$ cat src/rtl/i2c_sensor_capture.sv
// Passive I2C monitor: captures 6-byte read bursts from three sensors into
// 48-bit holding registers and exposes each one through a ready/read handshake.
module i2c_sensor_capture (
  input  logic        clk,
  input  logic        n_rst,
  input  logic        scl,
  input  logic        sda_in,
  input  logic [20:0] device_addr,
  input  logic        acc_read,
  input  logic        gyro_read,
  input  logic        mag_read,
  output logic        acc_ready,
  output logic        gyro_ready,
  output logic        mag_ready,
  output logic [47:0] acc_data,
  output logic [47:0] gyro_data,
  output logic [47:0] mag_data,
  output logic [2:0]  overrun
);

  localparam logic [1:0] ST_IDLE   = 2'd0;
  localparam logic [1:0] ST_ADDR   = 2'd1;
  localparam logic [1:0] ST_DATA   = 2'd2;
  localparam logic [1:0] ST_IGNORE = 2'd3;

  logic       scl_s1, scl_s2, scl_h;
  logic       sda_s1, sda_s2, sda_h;
  logic [1:0] settle_cnt;
  logic       settled;
  logic       scl_rise_q, start_q, stop_q;

  logic [1:0]  state;
  logic [3:0]  bit_cnt;
  logic [6:0]  shift_reg;
  logic [2:0]  byte_idx;
  logic [47:0] buffer;
  logic [2:0]  sel_oh;
  logic        addr_hit;

  logic [2:0]  hit_vec;
  logic [2:0]  commit_vec;
  logic [2:0]  read_vec;
  logic [2:0]  ready_q;
  logic [47:0] data_q [3];

  // Edge detection is suppressed until the sync and history flops all hold
  // real bus samples, so reset values can never masquerade as START/STOP.
  assign settled = (settle_cnt == 2'd3);

  // NOTE: clocked state uses non-blocking assignments so every flop samples
  // the pre-edge value of its neighbours, independent of statement order.
  always_ff @(posedge clk or negedge n_rst) begin
    if (!n_rst) begin
      scl_s1     <= 1'b1;
      scl_s2     <= 1'b1;
      scl_h      <= 1'b1;
      sda_s1     <= 1'b1;
      sda_s2     <= 1'b1;
      sda_h      <= 1'b1;
      settle_cnt <= 2'd0;
      scl_rise_q <= 1'b0;
      start_q    <= 1'b0;
      stop_q     <= 1'b0;
    end else begin
      scl_s1     <= scl;
      scl_s2     <= scl_s1;
      scl_h      <= scl_s2;
      sda_s1     <= sda_in;
      sda_s2     <= sda_s1;
      sda_h      <= sda_s2;
      if (!settled) settle_cnt <= settle_cnt + 2'd1;
      scl_rise_q <= settled & scl_s2 & ~scl_h;
      start_q    <= settled & scl_s2 & ~sda_s2 & sda_h;
      stop_q     <= settled & scl_s2 & sda_s2 & ~sda_h;
    end
  end

  // Address byte = {shift_reg, sda_h}: shift_reg holds addr[6:0], sda_h is rw.
  always_comb begin
    hit_vec[0] = (shift_reg == device_addr[6:0]);
    hit_vec[1] = (shift_reg == device_addr[13:7]);
    hit_vec[2] = (shift_reg == device_addr[20:14]);
  end

  always_ff @(posedge clk or negedge n_rst) begin
    if (!n_rst) begin
      state     <= ST_IDLE;
      bit_cnt   <= 4'd0;
      shift_reg <= 7'd0;
      byte_idx  <= 3'd0;
      buffer    <= 48'd0;
      sel_oh    <= 3'b000;
      addr_hit  <= 1'b0;
    end else if (start_q) begin
      state    <= ST_ADDR;
      bit_cnt  <= 4'd0;
      byte_idx <= 3'd0;
      buffer   <= 48'd0;
      addr_hit <= 1'b0;
    end else if (stop_q) begin
      state <= ST_IDLE;
    end else begin
      case (state)
        ST_IDLE: begin
          bit_cnt  <= 4'd0;
          byte_idx <= 3'd0;
          buffer   <= 48'd0;
        end
        ST_ADDR: if (scl_rise_q) begin
          if (bit_cnt == 4'd8) begin
            bit_cnt <= 4'd0;
            state   <= addr_hit ? ST_DATA : ST_IGNORE;
          end else begin
            shift_reg <= {shift_reg[5:0], sda_h};
            bit_cnt   <= bit_cnt + 4'd1;
            if (bit_cnt == 4'd7) begin
              addr_hit <= sda_h & (|hit_vec);
              sel_oh   <= hit_vec[0] ? 3'b001 : hit_vec[1] ? 3'b010 : 3'b100;
            end
          end
        end
        ST_DATA: if (scl_rise_q) begin
          if (bit_cnt == 4'd8) begin
            bit_cnt <= 4'd0;
          end else begin
            shift_reg <= {shift_reg[5:0], sda_h};
            bit_cnt   <= bit_cnt + 4'd1;
            if (bit_cnt == 4'd7 && byte_idx != 3'd6) begin
              for (int i = 0; i < 6; i++)
                if (byte_idx == 3'(i)) buffer[8*i +: 8] <= {shift_reg, sda_h};
              byte_idx <= byte_idx + 3'd1;
            end
          end
        end
        default: ;
      endcase
    end
  end

  // NOTE: combinational outputs get a default before any condition so no
  // path leaves them unassigned and a latch cannot be inferred.
  always_comb begin
    commit_vec = 3'b000;
    if (stop_q && state == ST_DATA && byte_idx == 3'd6) commit_vec = sel_oh;
  end

  assign read_vec = {mag_read, gyro_read, acc_read};

  // A commit outranks a same-cycle read: the fresh sample must not be lost.
  always_ff @(posedge clk or negedge n_rst) begin
    if (!n_rst) begin
      ready_q <= 3'b000;
      overrun <= 3'b000;
      // NOTE: the holding registers are flops visible on the ports, so they
      // are reset explicitly; a RAM-backed store would not be.
      for (int i = 0; i < 3; i++) data_q[i] <= 48'd0;
    end else begin
      for (int i = 0; i < 3; i++) begin
        ready_q[i] <= commit_vec[i] | (ready_q[i] & ~read_vec[i]);
        overrun[i] <= overrun[i] | (commit_vec[i] & ready_q[i]);
        if (commit_vec[i]) data_q[i] <= buffer;
      end
    end
  end

  assign acc_ready  = ready_q[0];
  assign gyro_ready = ready_q[1];
  assign mag_ready  = ready_q[2];
  assign acc_data   = data_q[0];
  assign gyro_data  = data_q[1];
  assign mag_data   = data_q[2];

endmodule

$ cat config.mk
export PLATFORM = sky130hd
export DESIGN_NAME = i2c_sensor_capture
export DESIGN_NICKNAME = d
export VERILOG_FILES = /design/src/rtl/i2c_sensor_capture.sv
export SDC_FILE = /design/constraint.sdc
export NUM_CORES = 1
export LEC_CHECK = 0
export CORE_UTILIZATION = 33
export DETAILED_ROUTE_END_ITERATION = 12
export HOLD_SLACK_MARGIN = 0.06
export RECOVER_POWER = 50
export SYNTH_ARGS = -nofsm -noshare
export SYNTH_HDL_FRONTEND = slang
export SYNTH_SLANG_ARGS = --single-unit
$ cat constraint.sdc
create_clock -name clk -period 1.9 [get_ports clk]
set_input_delay 0.38 -clock clk [delete_from_list [all_inputs] [get_ports clk]]
set_output_delay 0.38 -clock clk [all_outputs]
set_load 0.01 [all_outputs]
## Word level (Yosys, flattened, before mapping)

Cells that the tools add are included.

- Output and inout port bits: 150
- Bits of input ports: 28
- Flip-flop bits (word level): 229

- Multiplexer cells: 38
- Equal/unequal tests: 27
- Add/subtract/negate cells: 3
- Bitwise logic cells: 28
- Reductions and logical operators: 27

Operators with widths:

| kind | count |
|---|---|
| 48-bit 2-to-1 mux | 5 |
| 48-bit one-hot mux with 2 select lines | 1 |
| 8-bit 2-to-1 mux | 6 |
| 6-bit AND reduction | 7 |
| 3-bit != test (second input constant) | 10 |
| 3-bit 2-to-1 mux | 8 |
| 7-bit equality test | 3 |
| 4-bit 2-to-1 mux | 4 |
| 5-bit AND reduction | 3 |
| 3-bit nonzero test | 5 |
| 1-bit AND | 13 |
| 2-bit 2-to-1 mux | 5 |
| 3-bit equality test (second input constant) | 3 |
| 1-bit NOT | 9 |
| 4-bit one-hot mux with 2 select lines | 1 |
| 1-bit 2-to-1 mux | 7 |
| 3-bit by 2-bit equality test with 1-bit output (second input constant) | 2 |
| 1-bit OR | 6 |
| 3-bit one-hot mux with 2 select lines | 1 |
| 3-bit AND reduction | 2 |
| 2-bit nonzero test | 3 |
| 4-bit by 1-bit adder with 4-bit output (second input constant) | 1 |
| 2-bit equality test (second input constant) | 2 |
| 4-bit by 3-bit equality test with 1-bit output (second input constant) | 1 |
| other kinds (12) | 15 |

## Longest topological paths before layout

- Depth in word-level cells: 9
- Mapped depth: 8
- Mapped depth without buffers: 7

## Least setup slack after synthesis

Ideal clock, no wire load.

- Kind: reg2reg
- Start point: reg byte_idx[0]
- End point: reg data_q (netlist bit acc_data[36])
- Library setup time: 0.125 ns
- Clock period less this slack: 1.692 ns
- Data arrival time: 1.566 ns
- Stages on the path, launching flop included: 8
- Path slack: 0.208 ns
- Cells stage by stage: dfrtp_1 > inv_1 > ha_1 > and4_4 > nand2_4 > buf_6 > buf_6 > mux2_4

- Word-level cells in the longest chain between the ends: 3

RTL lines:

| element | RTL line | text |
|---|---|---|
| from (decl) | 35 | `logic [2:0] byte_idx;` |
| from (signal assigned) | 131 | `byte_idx <= byte_idx + 3'd1;` |
| 3-bit equality test | 144 | `if (stop_q && state == ST_DATA && byte_idx == 3'd6) commit_vec = sel_oh;` |
| 1-bit logical AND | 144 |  |
| 3-bit 2-to-1 mux | 144 |  |
| to (signal, indexed assignment) | 161 | `if (commit_vec[i]) data_q[i] <= buffer;` |
| to (decl) | 44 | `logic [47:0] data_q [3];` |

Every way passes these cells.
A chain may end at the register's enable or synchronous reset.

## Worst setup path after layout

- Start point: reg byte_idx[0]
- End point: reg data_q (netlist bit gyro_data[14])

The elaborated chain is that of the path after synthesis.

==> run_results.csv <==
group,metric,value,unit
place,finalWeightedCongestion,0.744,
clock_network,cts_tree,"done",
synthesis,synthCells,630,
sta,setup_ws,0.00404,ns
grt,grt_max_degree,44,
sta,slew_headroom,0.176,
grt,grt-ovfl-total,0,
synthesis,synthTopCellsByArea,"dfrtp_1 61%, mux2_2 12%, mux2_4 5.9%",
floorplanning,die_height,169,um
synthesis,synth_area,9180,um2
synthesis,ys_types,45,
clock_network,cts.sinks,229,
synthesis,synth.net_count,669,
sta,drv_slew,0,
synthesis,ys_ff_latch,229,
power_and_ir_drop,total_power,10.8,mW
power_and_ir_drop,p_int,8.42,mW
synthesis,synth_common_cells,"223 x dfrtp_1, 96 x mux2_2, 44 x nand2_1",
setup_path,crit_buf_inv,2,
synthesis,synth_top_area_cell,"dfrtp_1",
power_and_ir_drop,switching_share,0.220,
sta,period_needed,1.90,ns
sta,fmax,527,MHz
setup_path,crit_family,"flip-flops",
sta,hold_viol,0,
sta,rsz0062_at_grt,"yes",
synthesis,synth_top_area_frac,0.608,
floorplanning,initial_core_util,0.339,
clock_network,clockRootBuffer,"clkbuf_16",
power_and_ir_drop,pwr-share-seq,0.470,
power_and_ir_drop,p_leak,5.75,nW
finish,final_net_count,879,
floorplanning,rows,60,
synthesis,ys_seq_area_frac,0.625,
setup_path,crit_slowest_cell,"dfrtp_1",
setup_path,worstPathCellList,"inv_1 > ha_1 > and4_4 > nand2_8 > clkbuf_4 > mux2_2",
grt,gr-usage-all-layers,0.156,
detailed_routing,detail-route-antenna-nets,0,
power_and_ir_drop,power_switching,2.38,mW
finish,drive_gt1_frac,0.257,
setup_path,critPathMaxStageDelay,0.41,ns
setup_path,critPathCaptureType,"flip-flop",
clock_network,clkLatencyLatePin,0.51,ns
detailed_routing,routed_wl,22000,um
finish,antenna_cells,0,
sta,final.period_utilization,0.998,
power_and_ir_drop,powerDensity,868,nW/um2
detailed_routing,avgViaCountPerCell,4.64,
setup_path,cp.required,2.30,ns
detailed_routing,vias,5699,
place,dp_hpwl,15000,um
synthesis,ys_warn_count,0,
sta,final.setup_skew,0.0114,ns
grt,antenna_found_initial,0,
place,portBuffers,177,
min_path,hp-class,"flip-flop to flip-flop",
floorplanning,die_area,28500,um2
setup_path,cp_data_arrival_time,2.29,ns
detailed_routing,dr.pass1.iters,4,
clock_network,post_cts_buffers,0,
synthesis,synthFlopType,"dfrtp_1",
detailed_routing,wl_per_cell,17.9,um
synthesis,synth.most_common_cell,"dfrtp_1",
run_status,outcome,"finished, final reports clean",
synthesis,synth_enable_flop_cells,0,
place,dp_slack,-0.0530,ns
setup_path,startpoint_type,"flip-flop",
job,maxCapViolCount,0,
grt,first_global_vias,5892,
detailed_routing,drc,0,
grt,grt_pass1_wl,34600,um
clock_network,clock_path_buffers,3,
synthesis,synthArstFlopShare,1.00,
clock_network,clk_transition_reported_paths,0.06,ns
floorplanning,core_area,27100,um2
detailed_routing,dr.first_iter.drc_count,224,
clock_network,cts.htree.levels,1,
synthesis,syn_avg_cell_area,14.6,um2
sta,tightest_slew,1.24,ns
sta,setup_viol,0,
power_and_ir_drop,p_comb_frac,0.068,
finish,area_growth,35.7,%
floorplanning,boundaryPins,178,
clock_network,cts_inserted_buffers,24,
setup_path,worstPathMaxFanout,15,
power_and_ir_drop,ir_drop,488,uV
setup_path,crit_type,"flip-flop to flip-flop",
power_and_ir_drop,clockPowerShare,0.462,
setup_path,reg2reg_setup_slack,0.004,ns
floorplanning,die_w,169,um
power by group through the flow:
stage,combinational (mW),sequential (mW),clock [mW]
after global routing,0.822,5.10,5.32
final,0.734,5.08,4.99
after global placement,0.746,5.17,0
after detailed placement,0.755,5.17,0
after floorplan,0.477,5.09,0
after CTS,0.761,5.08,5.14
metal layers:
layer	vias up	part of all wire	track usage	routed length, um
met5	-	0	0	0
met4	0	0.023	0.0399	511
met3	39	0.047	0.0299	1030
met2	149	0.45	0.244	9930
met1	2868	0.48	0.223	10600
li1	2643	-	-	-
logic make-up (layout without fill, tap and decap cells):
group,count (synthesis),after routing,share of synthesized area
flip-flops,229,229,0.625
multiplexers,140,140,0.185
AO/OA/AOI/OAI,94,94,0.0722
AND/OR/NAND/NOR,84,84,0.0507
buffers and inverters,49,276,0.0297
XOR/XNOR,23,23,0.0219
adder cells (fa/ha/maj),11,11,0.0150
repair_timing:
action	CTS	global route
hold buffers	1	0
hold endpoints to repair	36	0
gates cloned	0	2
pin swaps	0	0
setup endpoints to repair	2	82
gates resized for setup	1	4
stage by stage:
stage	utilization	std cells	hold WS [ns]	setup TNS, ns	cell area (um2)
6_report	0.460	1229	0.360	0	12500
5_1_grt	0.460	1229	0.368	-4.18	12500
4_1_cts	0.460	1227	0.259	0	12500
3_5_place_dp	0.429	1183	0.304	-0.0530	11600
3_3_place_gp	0.429	1183	0.309	-0.0412	11600
2_1_floorplan	-	630	0.0844	0	9180
layout by cell type (no fill, tap or decap), drive strengths merged, types with 3 or more instances in the layout:
cell             n
nor2b            3
and2             4
nor3b            4
clkdlybuf4s50  174
nand3            5
xnor2           12
dfstp            6
ha              11
dlygate4sd3      3
mux2           132
nor2             5
dfrtp          223
bufinv           4
inv             19
nor4             3
a21oi            3
o2bb2ai         40
clkbuf          44
xor2            11
o21bai           4
mux2i            8
o21ai           41
nand2           48
buf             31
nand4            3
worst paths after layout:
check                                        start                         to  depth (start not counted)
min in group asynchronous                    n_rst   mag_data[36]$_DFFE_PN0P_                          2
hold reg to reg                   scl_s1$_DFF_PN1_           scl_s2$_DFF_PN1_                          0
max in group asynchronous                    n_rst            sda_h$_DFF_PN1_                          3
setup reg to reg           byte_idx[0]$_DFFE_PN0P_  gyro_data[14]$_DFFE_PN0P_                          6
setup / recovery           byte_idx[0]$_DFFE_PN0P_  gyro_data[14]$_DFFE_PN0P_                          6
hold / removal                    scl_s1$_DFF_PN1_           scl_s2$_DFF_PN1_                          0
cell type report:
class | count | area [um2]
clock inverters | 5 | 125
clock buffers | 38 | 714
fillers | 2444 | 14600
flip-flops and latches | 229 | 5740
repair buffers | 214 | 2150
multi-input cells | 352 | 3190
inverters | 19 | 71.3
well taps | 372 | 465
Power figures use the tool's default switching activity.
